==> config.mk <==
export PLATFORM = sky130hd
export DESIGN_NAME = scan_chain_loader
export DESIGN_NICKNAME = d
export VERILOG_FILES = /design/src/rtl/scan_chain_loader.sv
export SDC_FILE = /design/constraint.sdc
export NUM_CORES = 1
export LEC_CHECK = 0
export ABC_CLOCK_PERIOD_IN_PS = 1150
export CAP_MARGIN = 5
export CORE_MARGIN = 8
export CORE_UTILIZATION = 34
export CTS_CLUSTER_SIZE = 20
export DETAILED_ROUTE_END_ITERATION = 10
export RECOVER_POWER = 25
export REMOVE_ABC_BUFFERS = 1
export SETUP_SLACK_MARGIN = 0.5
export SKIP_CTS_REPAIR_TIMING = 1
export SLEW_MARGIN = 25
export SYNTH_ARGS = -nofsm -noshare
export SYNTH_HDL_FRONTEND = slang
export SYNTH_SLANG_ARGS = --single-unit
==> constraint.sdc <==
create_clock -name clk -period 1.15 [get_ports clk]
set_input_delay 0.23 -clock clk [delete_from_list [all_inputs] [get_ports clk]]
set_output_delay 0.23 -clock clk [all_outputs]
set_load 0.01 [all_outputs]
==> src/rtl/scan_chain_loader.sv <==
// Serial loader that shifts a parallel instruction word MSB-first into the decoder scan chain.
// Define SCAN_CHAIN_LOADER_VERIFY_EN to add a second, self-checking verify pass.
module scan_chain_loader #(
    parameter int WORD_W = 16
) (
    input  logic              clk,
    input  logic              global_reset_n,
    input  logic              in_valid,
    output logic              in_ready,
    input  logic [WORD_W-1:0] load_word,
    input  logic              abort,
    input  logic              scan_out,
    output logic              scan_en,
    output logic              scan_in,
    output logic              busy,
    output logic              done,
    output logic              aborted,
    output logic [WORD_W-1:0] readback,
    output logic              verify_err
);

    localparam int CNT_W = (WORD_W > 1) ? $clog2(WORD_W) : 1;
    localparam logic [CNT_W-1:0] LAST_CNT = CNT_W'(WORD_W - 1);

    localparam logic [1:0] ST_IDLE   = 2'd0;
    localparam logic [1:0] ST_SHIFT  = 2'd1;
    localparam logic [1:0] ST_DONE   = 2'd2;
`ifdef SCAN_CHAIN_LOADER_VERIFY_EN
    localparam logic [1:0] ST_VERIFY = 2'd3;
`endif

    logic [1:0]        state_q, state_d;
    logic [WORD_W-1:0] sh_q, sh_d;
    logic [CNT_W-1:0]  cnt_q, cnt_d;
    logic [WORD_W-1:0] readback_q, readback_d;
    logic              scan_en_q, scan_en_d;
    logic              scan_in_q, scan_in_d;
    logic              done_q, done_d;
    logic              aborted_q, aborted_d;
`ifdef SCAN_CHAIN_LOADER_VERIFY_EN
    logic [WORD_W-1:0] word_q, word_d;
    logic              verify_err_q, verify_err_d;
`endif

    always_comb begin
        state_d    = state_q;
        sh_d       = sh_q;
        cnt_d      = cnt_q;
        readback_d = readback_q;
        aborted_d  = 1'b0;
`ifdef SCAN_CHAIN_LOADER_VERIFY_EN
        word_d       = word_q;
        verify_err_d = verify_err_q;
`endif
        case (state_q)
            ST_IDLE: begin
                if (in_valid) begin
                    sh_d    = load_word;
                    cnt_d   = '0;
                    state_d = ST_SHIFT;
`ifdef SCAN_CHAIN_LOADER_VERIFY_EN
                    word_d  = load_word;
`endif
                end
            end
`ifdef SCAN_CHAIN_LOADER_VERIFY_EN
            ST_SHIFT, ST_VERIFY: begin
`else
            ST_SHIFT: begin
`endif
                sh_d       = {sh_q[WORD_W-2:0], 1'b0};
                readback_d = {readback_q[WORD_W-2:0], scan_out};
                cnt_d      = cnt_q + 1'b1;
                // abort wins over the final-count transition
                if (abort) begin
                    state_d   = ST_IDLE;
                    aborted_d = 1'b1;
                end else if (cnt_q == LAST_CNT) begin
`ifdef SCAN_CHAIN_LOADER_VERIFY_EN
                    if (state_q == ST_SHIFT) begin
                        // second pass reloads the word with no scan_en gap
                        state_d = ST_VERIFY;
                        sh_d    = word_q;
                        cnt_d   = '0;
                    end else begin
                        state_d = ST_DONE;
                        if (readback_d != {word_q[WORD_W-2:0], word_q[WORD_W-1]})
                            verify_err_d = 1'b1;
                    end
`else
                    state_d = ST_DONE;
`endif
                end
            end
            ST_DONE: state_d = ST_IDLE;
            default: state_d = ST_IDLE;
        endcase

`ifdef SCAN_CHAIN_LOADER_VERIFY_EN
        scan_en_d = (state_d == ST_SHIFT) || (state_d == ST_VERIFY);
`else
        scan_en_d = (state_d == ST_SHIFT);
`endif
        scan_in_d = scan_en_d & sh_d[WORD_W-1];
        done_d    = (state_d == ST_DONE);
    end

    always_ff @(posedge clk or negedge global_reset_n) begin
        if (!global_reset_n) begin
            state_q    <= ST_IDLE;
            sh_q       <= '0;
            cnt_q      <= '0;
            readback_q <= '0;
            scan_en_q  <= 1'b0;
            scan_in_q  <= 1'b0;
            done_q     <= 1'b0;
            aborted_q  <= 1'b0;
        end else begin
            state_q    <= state_d;
            sh_q       <= sh_d;
            cnt_q      <= cnt_d;
            readback_q <= readback_d;
            scan_en_q  <= scan_en_d;
            scan_in_q  <= scan_in_d;
            done_q     <= done_d;
            aborted_q  <= aborted_d;
        end
    end

`ifdef SCAN_CHAIN_LOADER_VERIFY_EN
    always_ff @(posedge clk or negedge global_reset_n) begin
        if (!global_reset_n) begin
            word_q       <= '0;
            verify_err_q <= 1'b0;
        end else begin
            word_q       <= word_d;
            verify_err_q <= verify_err_d;
        end
    end

    assign verify_err = verify_err_q;
`else
    assign verify_err = 1'b0;
`endif

    assign in_ready = (state_q == ST_IDLE);
    assign busy     = scan_en_q;
    assign scan_en  = scan_en_q;
    assign scan_in  = scan_in_q;
    assign done     = done_q;
    assign aborted  = aborted_q;
    assign readback = readback_q;

endmodule

Word level (Yosys, flattened, before mapping)
Index checks and enable logic that the tools add are counted.

Add/subtract/negate cells: 1. Equal/unequal tests: 5. Multiplexer cells: 10. Bitwise gates (word level): 1. Reduce and logical (&&, ||, !) cells: 3.

Operator list (number): $pmux W16 S2 (1); $mux W16 (1); $pmux W4 S2 (1); $mux W2 (3); $add A4 B1 Y4 const B (1); $eq A2 B1 Y1 const B (2); $eq A4 B4 Y1 const B (1); $mux W4 (1); $pmux W2 S2 (1); $eq A2 B2 Y1 const B (1); $logic_not A2 Y1 (1); $mux W1 (2); $ne A2 B2 Y1 const B (1); $reduce_and A2 Y1 (1); $reduce_bool A2 Y1 (1); $and A1 B1 Y1 (1).

Register bits: 42. Input bits: 21. Output and inout bits: 23. Word-level logic and storage cells: 29.

Depth between registers and ports, before layout
Gate-level depths: netlist of run 1.

Word-level depth: 6. Gate-level depth with buffers: 5.

Least setup slack after synthesis of run 1
Ideal clock, no wire load.

Path kind: flip-flop to flip-flop. Start: reg state_q[0]. End: reg sh_q[15]. Data arrival time: 1088 ps. Data required time: 999 ps. Path slack: -89 ps. Stages on the path, launching flop included: 3. Buffers on the path: 0. Period minus slack after synthesis: 1239 ps. Cell sequence: dfrtp_1 nor4b_1 nor3_1.

Word-level cells in the longest chain between the ends: 2. Elaborated cells on any way between the ends: 3.

Ends and longest elaborated chain: from (decl) (line 32) `logic [1:0] state_q, state_d;`; from (signal assigned) (line 119) `state_q <= state_d;`; $eq A2 B1 Y1 or $logic_not A2 Y1 (tied branches) (line 55) `case (state_q)`; $pmux W16 S2 (*) (line 55); net sh_d[15] (line 33) `logic [WORD_W-1:0] sh_q, sh_d;`; to (signal assigned) (line 111) `sh_q <= '0;`; to (signal assigned) (line 120) `sh_q <= sh_d;`; to (decl) (line 33).

The timed path passes the listed nets; every way through them passes the cells marked *. A chain may end at the register's enable or synchronous reset.

Final worst setup path of run 1
Start: reg state_q[1]. End: reg scan_in_q, in the netlist scan_in.

Elaborated cells on any way between the ends: 9.

RTL lines: $eq A2 B1 Y1 or $logic_not A2 Y1 (tied branches) (line 55); $pmux W2 S2 (*) (line 55); net state_d[0] (line 32); $eq A2 B1 Y1 (*) (line 102) `scan_en_d = (state_d == ST_SHIFT);`; $and A1 B1 Y1 (*) (line 104) `scan_in_d = scan_en_d & sh_d[WORD_W-1];`; net scan_in_d (line 37) `logic scan_in_q, scan_in_d;`; to (signal assigned) (line 124) `scan_in_q <= scan_in_d;`; to (decl) (line 37).

Marked as above.

==> summary.txt, run 1 <==
SETUP PATH
----------------------------------------------------------------------------------
Kind of start point of the critical path ............................     register
Worst path bufs/invs ................................................            1
Top delay family on crit path .......................................   flip-flops
Largest driver fanout on the critical path ..........................            5
Ordered list of cells on the worst path ............................. buf_6 > nor3b_4 > a31o_2 > nor4b_4
Reg2reg end .........................................................      scan_in
Required arrival time at the worst endpoint .........................      1.35 ns
Worst-path cell with the longest stage delay ........................ sky130_fd_sc_hd__dfrtp_2
Worst setup slack for register-to-register paths ....................     -0.10 ns
Setup CP Type ....................................................... register to register
Slowest cell delay on critical path .................................      0.44 ns
Length in cells of the worst reg-to-reg path ........................            4
Data arrival time of the critical path ..............................      1.46 ns
Startpoint of the lowest-slack register-to-register path ............   state_q[1]
Capturing element type of the critical path .........................     register

CLOCK TREE
----------------------------------------------------------------------------------
Clock transition at the registers of the reported paths .............      0.07 ns
Deepest level of the CTS H-tree .....................................            2
Clock network latency to the later pin of the worst-skew pair .......      0.29 ns
Clock sink count ....................................................           42
Longest Clk Path Bufs ...............................................            2
Clock tree root buffer cell ......................................... sky130_fd_sc_hd__clkbuf_8
Clock tree from TritonCTS ...........................................         done
CTS Buf Count .......................................................            5

FLOORPLANNING
----------------------------------------------------------------------------------
Standard-cell rows ..................................................           26
Count of boundary I/O pins ..........................................           44
Die Y-Extent ........................................................     87.52 um
Die span in x .......................................................     87.52 um
Std-Cell Core Area ..................................................     5010 um2
Total die area ......................................................     7660 um2
Starting utilization of the core area ...............................       0.3472

STA
----------------------------------------------------------------------------------
Final setup violation count .........................................           21
Number of pins exceeding their max-slew limit in the final report ...            0
Slew of the pin with the lowest slew margin .........................     1.027 ns
Fin crit share ......................................................        1.091
Setup repair after global routing missed its margin .................          yes
Final Hold Fails ....................................................            0
Fmax ................................................................    797.2 MHz
Final Worst Setup Slack .............................................   -0.1044 ns
Final critical-path required period .................................     1.254 ns
Worst-case clock skew ...............................................  0.003383 ns
Worst hold margin ...................................................    0.1877 ns
Normalized max-slew margin ..........................................       0.3156

OUTCOME
----------------------------------------------------------------------------------
Violations in the final reports ..................................... negative setup slack
Outcome ............................................................. complete, but fails checks

POWER
----------------------------------------------------------------------------------
Static leakage ......................................................     1.332 nW
P per Cell Area .....................................................  1963 nW/um2
Worst VDD drop ......................................................     889.6 uV
Overall power after layout ..........................................     4.972 mW

LAYOUT
----------------------------------------------------------------------------------
Fin nets ............................................................          278
Layout cell share with drive strength beyond 1 ......................       0.3203
Antenna fix cells ...................................................            0
Number of fill cells ................................................          503
Area growth from synthesis to final layout ..........................       45.61%

DETAILED ROUTING
----------------------------------------------------------------------------------
First DRT Iteration DRCs ............................................           66
Wirelength, routed ..................................................     3.900 mm
Per-cell routed wire length .........................................     11.96 um
Via Count ...........................................................         1449
Via-to-Cell Ratio ...................................................        4.445
Remaining number of nets flagged by the antenna check after routing .            0
DRC .................................................................            0
DRT Pass-1 Iters ....................................................            4

FLOW RUN
----------------------------------------------------------------------------------
Max Cap Violations ..................................................            0

PLACEMENT
----------------------------------------------------------------------------------
Port Buffer Count ...................................................           42
Worst slack, placed .................................................   -0.3110 ns
Final Wtd Congestion ................................................       0.7033
HPWL reported at the end of detailed placement ......................     2.673 mm

LOGIC SYNTHESIS
----------------------------------------------------------------------------------
Post-synthesis sequential area ratio ................................       0.6043
Top flip-flop cell by instance count after synthesis ................ sky130_fd_sc_hd__dfrtp_1
Cell area after synthesis ...........................................     1739 um2
Number of distinct library cells after synthesis ....................           23
Synth top area share ................................................       0.6043
Ys async rst share ..................................................        1.000
Number of flip-flops and latches in the synthesized netlist .........           42
Number of warnings printed during yosys synthesis ...................            0
Mapped Avg Cell Area ................................................    9.716 um2
Post-Synthesis Cells ................................................          179
Largest cells by area after synthesis ............................... sky130_fd_sc_hd__dfrtp_1, sky130_fd_sc_hd__nand2_1, sky130_fd_sc_hd__a22oi_1
Cell accounting for the most synthesized area ....................... sky130_fd_sc_hd__dfrtp_1
Number of synthesized flops with an enable pin ......................            0

MIN PATH
----------------------------------------------------------------------------------
Min-delay worst type ................................................ input pin to asynchronous set/reset pin

GLOBAL ROUTING
----------------------------------------------------------------------------------
Number of global-route vias before repair ...........................         1455
Wire length of the first global-routing pass ........................     6.713 mm
Number of antenna violations at the first check in global routing ...            0
Overall overflow remaining after global route .......................            0
Aggregate global-route resource usage ...............................       0.1121
Pin count of the biggest net entering global routing ................           43

report_power, final:
part           switching [mW]  internal (mW)  leakage, nW
registers               0.253           1.93        0.540
logic                   0.852           1.05        0.749
clock network           0.477          0.407       0.0438
total                    1.58           3.39         1.33
metal layers:
layer	share of wire	wire (um)	global-route usage
met1	0.48	1856	0.1362
met2	0.45	1748	0.1701
met3	0.060	234	0.05000
met4	0.015	60	0.04219
met5	0	0	0
sequential cells by signal (all words and copies together) (netlist names):
register	cells
cnt_q	4
sh_q	16
aborted	1
state_q	2
busy	1
readback	16
done	1
scan_in	1
cells in the mapped netlist, types with 2 or more instances:
cell type,n
sky130_fd_sc_hd__nand2_1,82
sky130_fd_sc_hd__buf_2,7
sky130_fd_sc_hd__buf_4,5
sky130_fd_sc_hd__o21ai_0,3
sky130_fd_sc_hd__o22ai_1,2
sky130_fd_sc_hd__a22oi_1,14
sky130_fd_sc_hd__a31o_2,2
sky130_fd_sc_hd__nor2_1,2
sky130_fd_sc_hd__nor3_1,4
sky130_fd_sc_hd__dfrtp_1,42
sky130_fd_sc_hd__nand3_1,2
sky130_fd_sc_hd__o21bai_1,2
sky130_fd_sc_hd__inv_1,2
cells in the final DEF (no fill, tap or decap):
cell type / Yosys / layout
sky130_fd_sc_hd__nand2_1: 82 / 82
sky130_fd_sc_hd__dfrtp_1: 42 / 41
sky130_fd_sc_hd__buf_4: 5 / 35
sky130_fd_sc_hd__clkdlybuf4s50_1: 0 / 19
sky130_fd_sc_hd__buf_2: 7 / 18
sky130_fd_sc_hd__a22oi_1: 14 / 14
sky130_fd_sc_hd__buf_6: 0 / 7
sky130_fd_sc_hd__clkbuf_8: 0 / 5
sky130_fd_sc_hd__nor2_1: 2 / 2
sky130_fd_sc_hd__nand3_1: 2 / 2
sky130_fd_sc_hd__nor3_1: 4 / 2
sky130_fd_sc_hd__nor4b_4: 1 / 2
sky130_fd_sc_hd__inv_1: 2 / 2
sky130_fd_sc_hd__nor3_2: 0 / 2
sky130_fd_sc_hd__a31o_2: 2 / 2
sky130_fd_sc_hd__o21ai_0: 3 / 2
sky130_fd_sc_hd__clkinv_2: 0 / 2
sky130_fd_sc_hd__clkbuf_2: 0 / 2
sky130_fd_sc_hd__nand2b_2: 0 / 1
sky130_fd_sc_hd__o22ai_2: 0 / 1
sky130_fd_sc_hd__nor2b_2: 0 / 1
sky130_fd_sc_hd__nor3b_4: 0 / 1
sky130_fd_sc_hd__o21bai_2: 0 / 1
sky130_fd_sc_hd__xor2_1: 1 / 1
sky130_fd_sc_hd__o22ai_1: 2 / 1
sky130_fd_sc_hd__o21bai_1: 2 / 1
sky130_fd_sc_hd__nor3b_1: 1 / 1
sky130_fd_sc_hd__a21o_1: 1 / 1
sky130_fd_sc_hd__o21ai_1: 0 / 1
sky130_fd_sc_hd__ha_1: 1 / 1
sky130_fd_sc_hd__conb_1: 1 / 1
sky130_fd_sc_hd__buf_12: 0 / 1
sky130_fd_sc_hd__dfrtp_2: 0 / 1
worst max-delay path by stage:
stage	startpoint	endpoint	slack, ns	cells past startpoint
detailed placement	in_valid	cnt_q[1]	-0.31	4
floorplan	state_q[0]	scan_in	-0.96	3
CTS	state_q[1]	in_ready	-0.51	2
global route	state_q[1]	scan_in	-0.17	4
finish	state_q[1]	scan_in	-0.10	4
global placement	in_valid	sh_q[6]	-0.29	5
cell families after synthesis:
logic type	after synthesis	synth area share
other cells	1	0.002156
fa+ha+maj	1	0.007193
xor+xnor	1	0.005037
buf+inv	14	0.04605
compound gates	24	0.09928
simple gates	96	0.2360
flops	42	0.6043
stage by stage:
stage | utilization | setup TNS (ns) | area (um2) | instances
global placement | 0.4850 | -5.754 | 2430 | 310
detailed placement | 0.4850 | -6.293 | 2430 | 310
floorplan | - | -26.33 | 1667 | 167
finish | 0.5055 | -1.107 | 2532 | 326
global route | 0.5055 | -3.032 | 2532 | 326
CTS | 0.5007 | -8.981 | 2509 | 317
cell type report:
| type | count | area [um2] | area share |
|---|---|---|---|
| Sequential cell | 42 | 1052 | 0.4155 |
| Multi-Input combinational cell | 123 | 654.4 | 0.2584 |
| Timing Repair Buffer | 82 | 651.9 | 0.2574 |
| Tap cell | 70 | 87.58 | 0.03458 |
| Clock buffer | 5 | 68.82 | 0.02717 |
| Clock inverter | 2 | 10.01 | 0.003953 |
| Inverter | 2 | 7.507 | 0.002964 |
No activity file was read; power rests on OpenSTA's default activity.
==> inputs of run 2 (changes only) <==
ABC_CLOCK_PERIOD_IN_PS = 1300   (was 1150)
clock period = 1.3 ns   (was 1.15 ns; I/O delays follow)
==> summary.txt, run 2 (synthesized netlist as in run 1, its figures left out) <==
CLOCK TREE
----------------------------------------------------------------------------------
Longest Clk Path Bufs ...............................................            2
Clock tree root buffer cell ......................................... sky130_fd_sc_hd__clkbuf_8
Clock tree from TritonCTS ...........................................         done
Clock transition at the registers of the reported paths .............      0.08 ns
CTS Buf Count .......................................................            5
Clock sink count ....................................................           42
Deepest level of the CTS H-tree .....................................            2
Clock network latency to the later pin of the worst-skew pair .......      0.28 ns

LAYOUT
----------------------------------------------------------------------------------
Area growth from synthesis to final layout ..........................       48.71%
Most common library cell in the layout ignoring fill and taps ....... sky130_fd_sc_hd__nand2_1
Fin nets ............................................................          271
Number of fill cells ................................................          498
Layout cell share with drive strength beyond 1 ......................       0.3160
Most used cells in the layout excluding fill and tap cells .......... sky130_fd_sc_hd__nand2_1, sky130_fd_sc_hd__dfrtp_1, sky130_fd_sc_hd__buf_4
Summed area of non-filler cells in the final layout .................     2586 um2
Antenna fix cells ...................................................            0

DETAILED ROUTING
----------------------------------------------------------------------------------
Uppermost metal layer occupied by signal nets .......................         met4
Routed met3 length ..................................................       230 um
Per-cell routed wire length .........................................     12.73 um
Via-to-Cell Ratio ...................................................        4.503
First DRT Iteration DRCs ............................................           86
Wire length on met2 .................................................     1.889 mm
Wirelength, routed ..................................................     4.073 mm
Remaining number of nets flagged by the antenna check after routing .            0
Detailed-routing wirelength on met1 .................................     1.927 mm
DRC .................................................................            0
DRT Pass-1 Iters ....................................................            4
Via Count ...........................................................         1441

PLACEMENT
----------------------------------------------------------------------------------
Final Wtd Congestion ................................................       0.7497
Instance area at placement ..........................................     2332 um2
Port Buffer Count ...................................................           42
HPWL reported at the end of detailed placement ......................     2.668 mm

STA
----------------------------------------------------------------------------------
Final critical-path required period .................................     1.221 ns
Fin crit share ......................................................       0.9394
Slew of the pin with the lowest slew margin .........................    0.8176 ns
Final setup violation count .........................................            0
Fmax ................................................................    818.9 MHz
Number of pins exceeding their max-slew limit in the final report ...            0
Worst-case clock skew ...............................................  0.005585 ns
Normalized max-slew margin ..........................................       0.4549
Setup repair after global routing missed its margin .................          yes
Final Hold Fails ....................................................            0
Worst hold margin ...................................................   0.03961 ns

MIN PATH
----------------------------------------------------------------------------------
Min-delay worst type ................................................ input pin to asynchronous set/reset pin

GLOBAL ROUTING
----------------------------------------------------------------------------------
Number of antenna violations at the first check in global routing ...            0
Number of global-route vias before repair ...........................         1403
Pin count of the biggest net entering global routing ................           28
Overall overflow remaining after global route .......................            0
Wire length of the first global-routing pass ........................     6.348 mm
Aggregate global-route resource usage ...............................       0.1052

FLOORPLANNING
----------------------------------------------------------------------------------
Die span in x .......................................................     87.52 um
Starting utilization of the core area ...............................       0.3472
Total die area ......................................................     7660 um2
Count of boundary I/O pins ..........................................           44
Standard-cell rows ..................................................           26
Std-Cell Core Area ..................................................     5010 um2
Die Y-Extent ........................................................     87.52 um

POWER
----------------------------------------------------------------------------------
Static leakage ......................................................     1.326 nW
Overall power after layout ..........................................     4.385 mW
P per Cell Area .....................................................  1696 nW/um2
Worst VDD drop ......................................................     817.4 uV

OUTCOME
----------------------------------------------------------------------------------
Outcome ............................................................. finished, final reports clean

SETUP PATH
----------------------------------------------------------------------------------
Kind of start point of the critical path ............................     register
Capturing element type of the critical path .........................     register
Largest driver fanout on the critical path ..........................            5
Required arrival time at the worst endpoint .........................      1.53 ns
Setup CP Type ....................................................... register to register
Length in cells of the worst reg-to-reg path ........................            6
Data arrival time of the critical path ..............................      1.45 ns

FLOW RUN
----------------------------------------------------------------------------------
Max Cap Violations ..................................................            0

## run 2: path summary, 6_finish.rpt
kind | start | endpoint | slack (ns)
min in group clk | in_valid | cnt_q[0] | 0.44
worst max-delay path | state_q[1] | sh_q[7] | 0.08
worst max register to register | state_q[1] | sh_q[7] | 0.08
worst min register to register | sh_q[3] | sh_q[3] | 0.48
max in group asynchronous | global_reset_n | readback[12] | 0.33
worst min-delay path | global_reset_n | aborted | 0.04
## run 2: area by class of cell
cell class / instances / area (um2) / share of cell area
timing repair buffer: 75 / 636.9 / 0.2463
multi-input combinational: 123 / 711.9 / 0.2753
sequential: 42 / 1051 / 0.4064
clock inverter: 1 / 5.005 / 0.001935
inverter: 2 / 7.507 / 0.002903
clock buffer: 7 / 86.33 / 0.03338
tap: 70 / 87.58 / 0.03387
## run 2: stage by stage
step	setup slack, ns	TNS (ns)	utilization	cells
2_1_floorplan	-0.8106	-20.37	-	167
3_3_place_gp	-0.1692	-2.924	0.4655	297
4_1_cts	-0.2931	-3.834	0.4838	305
5_1_grt	0.01024	0	0.5162	320
6_report	0.07884	0	0.5162	320
3_5_place_dp	-0.1851	-3.180	0.4655	297
## run 2: metal layers
layer | vias to the layer above | global-route usage
li1 | 726 | -
met5 | - | 0
met2 | 36 | 0.1584
met3 | 2 | 0.04434
met1 | 677 | 0.1313
met4 | 0 | 0.03750
## run 2: critical path, cell delays in order (launching register included)
cell	delay [ns]
sky130_fd_sc_hd__dfrtp_1	0.40
sky130_fd_sc_hd__buf_4	0.16
sky130_fd_sc_hd__nor3b_4	0.22
sky130_fd_sc_hd__buf_6	0.14
sky130_fd_sc_hd__buf_6	0.11
sky130_fd_sc_hd__a22oi_1	0.06
sky130_fd_sc_hd__nand2_1	0.07
## run 2: where the power goes
group / internal [mW] / switching (mW)
clock: 0.428 / 0.414
sequential: 1.71 / 0.271
combinational: 0.834 / 0.730
==> inputs of run 3 (changes only) <==
CTS_CLUSTER_SIZE = unset   (was 20)
MAX_ROUTING_LAYER = met4   (was unset)
==> summary.txt, run 3 (synthesized netlist as in run 1, its figures left out) <==
POWER
----------------------------------------------------------------------------------
Net switching power figure ..........................................     1.467 mW
Internal power component ............................................     3.018 mW
Share of total power in the clock network ...........................        0.189
Relative contribution of sequential cells to total power ............        0.444
Static leakage ......................................................     1.358 nW
Overall power after layout ..........................................     4.486 mW
P per Cell Area .....................................................  1671 nW/um2
Logic pwr share .....................................................        0.366
Sw Share ............................................................       0.3271
Worst VDD drop ......................................................     834.2 uV

STA
----------------------------------------------------------------------------------
Fin crit share ......................................................       0.9554
Normalized max-slew margin ..........................................       0.4472
Fmax ................................................................    805.1 MHz
Setup repair after global routing missed its margin .................          yes
Final critical-path required period .................................     1.242 ns
Final Worst Setup Slack .............................................   0.05796 ns
Final Hold Fails ....................................................            0
Worst-case clock skew ...............................................  0.004490 ns
Number of pins exceeding their max-slew limit in the final report ...            0
Final setup violation count .........................................            0
Slew of the pin with the lowest slew margin .........................    0.8291 ns

GLOBAL ROUTING
----------------------------------------------------------------------------------
Met2 track utilization from global routing ..........................       0.1577
Most congested layer reported by global routing .....................         met2
Met3 Use GR .........................................................      0.04057
Pin count of the biggest net entering global routing ................           28
Aggregate global-route resource usage ...............................       0.1087
Number of global-route vias before repair ...........................         1400
Met1 usage in global routing ........................................       0.1352
Wire length of the first global-routing pass ........................     6.361 mm
Overall overflow remaining after global route .......................            0
Number of antenna violations at the first check in global routing ...            0

FLOW RUN
----------------------------------------------------------------------------------
Max Cap Violations ..................................................            0

OUTCOME
----------------------------------------------------------------------------------
Outcome ............................................................. finished, final reports clean

FLOORPLANNING
----------------------------------------------------------------------------------
Total die area ......................................................     7660 um2
Starting utilization of the core area ...............................       0.3472
Standard-cell rows ..................................................           26
Die Y-Extent ........................................................     87.52 um
Std-Cell Core Area ..................................................     5010 um2
Count of boundary I/O pins ..........................................           44
Die span in x .......................................................     87.52 um

SETUP PATH
----------------------------------------------------------------------------------
Data arrival time of the critical path ..............................      1.48 ns
Launching element of the worst setup path ...........................   state_q[0]
Largest driver fanout on the critical path ..........................            6
Worst setup slack for register-to-register paths ....................      0.06 ns
Kind of start point of the critical path ............................     register
End of the critical path ............................................     sh_q[11]
Startpoint of the lowest-slack register-to-register path ............   state_q[0]
Required arrival time at the worst endpoint .........................      1.53 ns
Length in cells of the worst reg-to-reg path ........................            6
Capturing element type of the critical path .........................     register
Setup CP Type ....................................................... register to register
Reg2reg end .........................................................     sh_q[11]

PLACEMENT
----------------------------------------------------------------------------------
Worst slack, placed .................................................   -0.1851 ns
Final Wtd Congestion ................................................       0.7593
Port Buffer Count ...................................................           42
HPWL reported at the end of detailed placement ......................     2.668 mm
Placed insts ........................................................          297

CLOCK TREE
----------------------------------------------------------------------------------
Clock tree root buffer cell ......................................... sky130_fd_sc_hd__clkbuf_8
Longest Clk Path Bufs ...............................................            2
CTS Buf Count .......................................................            5
Clock tree from TritonCTS ...........................................         done
Clock network latency to the later pin of the worst-skew pair .......      0.29 ns
Deepest level of the CTS H-tree .....................................            2
Clock transition at the registers of the reported paths .............      0.08 ns
Clock sink count ....................................................           42

DETAILED ROUTING
----------------------------------------------------------------------------------
First DRT Iteration DRCs ............................................           93
DRT Pass-1 Iters ....................................................            4
Via-to-Cell Ratio ...................................................        4.606
DRC .................................................................            0
Wirelength, routed ..................................................     4.155 mm
Via Count ...........................................................         1483
Remaining number of nets flagged by the antenna check after routing .            0
Per-cell routed wire length .........................................     12.90 um

MIN PATH
----------------------------------------------------------------------------------
Min-delay worst type ................................................ input pin to asynchronous set/reset pin

LAYOUT
----------------------------------------------------------------------------------
Antenna fix cells ...................................................            0
Most used cells in the layout excluding fill and tap cells .......... sky130_fd_sc_hd__nand2_1, sky130_fd_sc_hd__dfrtp_1, sky130_fd_sc_hd__buf_4
Layout cell share with drive strength beyond 1 ......................       0.3532
Most common library cell in the layout ignoring fill and taps ....... sky130_fd_sc_hd__nand2_1
Sequential cell area ................................................     1051 um2
Fin nets ............................................................          273
Multi-input logic area ..............................................    774.5 um2
Number of fill cells ................................................          481
Non-filler cells in the finished layout .............................          322
Area growth from synthesis to final layout ..........................       54.39%

[run 3: changes by cell type in the layout (fill, tap and decap cells not counted), moves of 2 or more]
cell / previous run / this run
sky130_fd_sc_hd__a22oi_1: 10 / 5
sky130_fd_sc_hd__a22oi_2: 4 / 9
sky130_fd_sc_hd__buf_4: 23 / 25
sky130_fd_sc_hd__buf_6: 10 / 7
sky130_fd_sc_hd__buf_8: 0 / 2
sky130_fd_sc_hd__o21ai_0: 2 / 0
[run 3: per-stage QoR]
| step | util | cell area, um2 | setup TNS [ns] | hold slack [ns] |
|---|---|---|---|---|
| after floorplan | - | 1667 | -20.37 | -0.03559 |
| after global placement | 0.4655 | 2332 | -2.924 | 0.2031 |
| after detailed placement | 0.4655 | 2332 | -3.180 | 0.1991 |
| after CTS | 0.4838 | 2424 | -3.834 | -0.1163 |
| after global routing | 0.5360 | 2685 | -0.01659 | 0.1219 |
| final | 0.5360 | 2685 | 0 | 0.04091 |
[run 3: area by class of cell]
cell class | instances | area share
Clock inverter | 1 | 0.001864
Tap cell | 70 | 0.03262
Inverter | 2 | 0.002796
Multi-Input combinational cell | 123 | 0.2884
Sequential cell | 42 | 0.3914
Timing Repair Buffer | 77 | 0.2507
Clock buffer | 7 | 0.03215
[run 3: how the worst min path moves through the flow]
stage | startpoint | end | slack (ns)
floorplan | global_reset_n | aborted | -0.04
global placement | global_reset_n | readback[14] | 0.20
finish | global_reset_n | sh_q[9] | 0.04
detailed placement | global_reset_n | readback[14] | 0.20
global route | global_reset_n | sh_q[9] | 0.12
CTS | global_reset_n | sh_q[10] | -0.12
[run 3: power by group through the flow]
stage          logic [mW]  clock network, mW  registers, mW
2_1_floorplan       0.479                  0           2.08
3_3_place_gp         1.39                  0           2.00
3_5_place_dp         1.41                  0           2.01
4_1_cts              1.42              0.875           1.98
5_1_grt              1.83              0.959           2.04
6_report             1.64              0.849           1.99
[run 3: routing by layer]
layer / vias to the layer above / share of wire
li1: 729 / -
met1: 708 / 0.48
met2: 42 / 0.46
met3: 4 / 0.053
met4: 0 / 0.011
met5: - / 0
[run 3: worst max-delay path, cell delays in order, from the launching register on]
cell	delay, ns
sky130_fd_sc_hd__dfrtp_1	0.39
sky130_fd_sc_hd__buf_6	0.15
sky130_fd_sc_hd__nor3b_4	0.24
sky130_fd_sc_hd__buf_4	0.16
sky130_fd_sc_hd__buf_4	0.13
sky130_fd_sc_hd__a22oi_1	0.06
sky130_fd_sc_hd__nand2_1	0.06
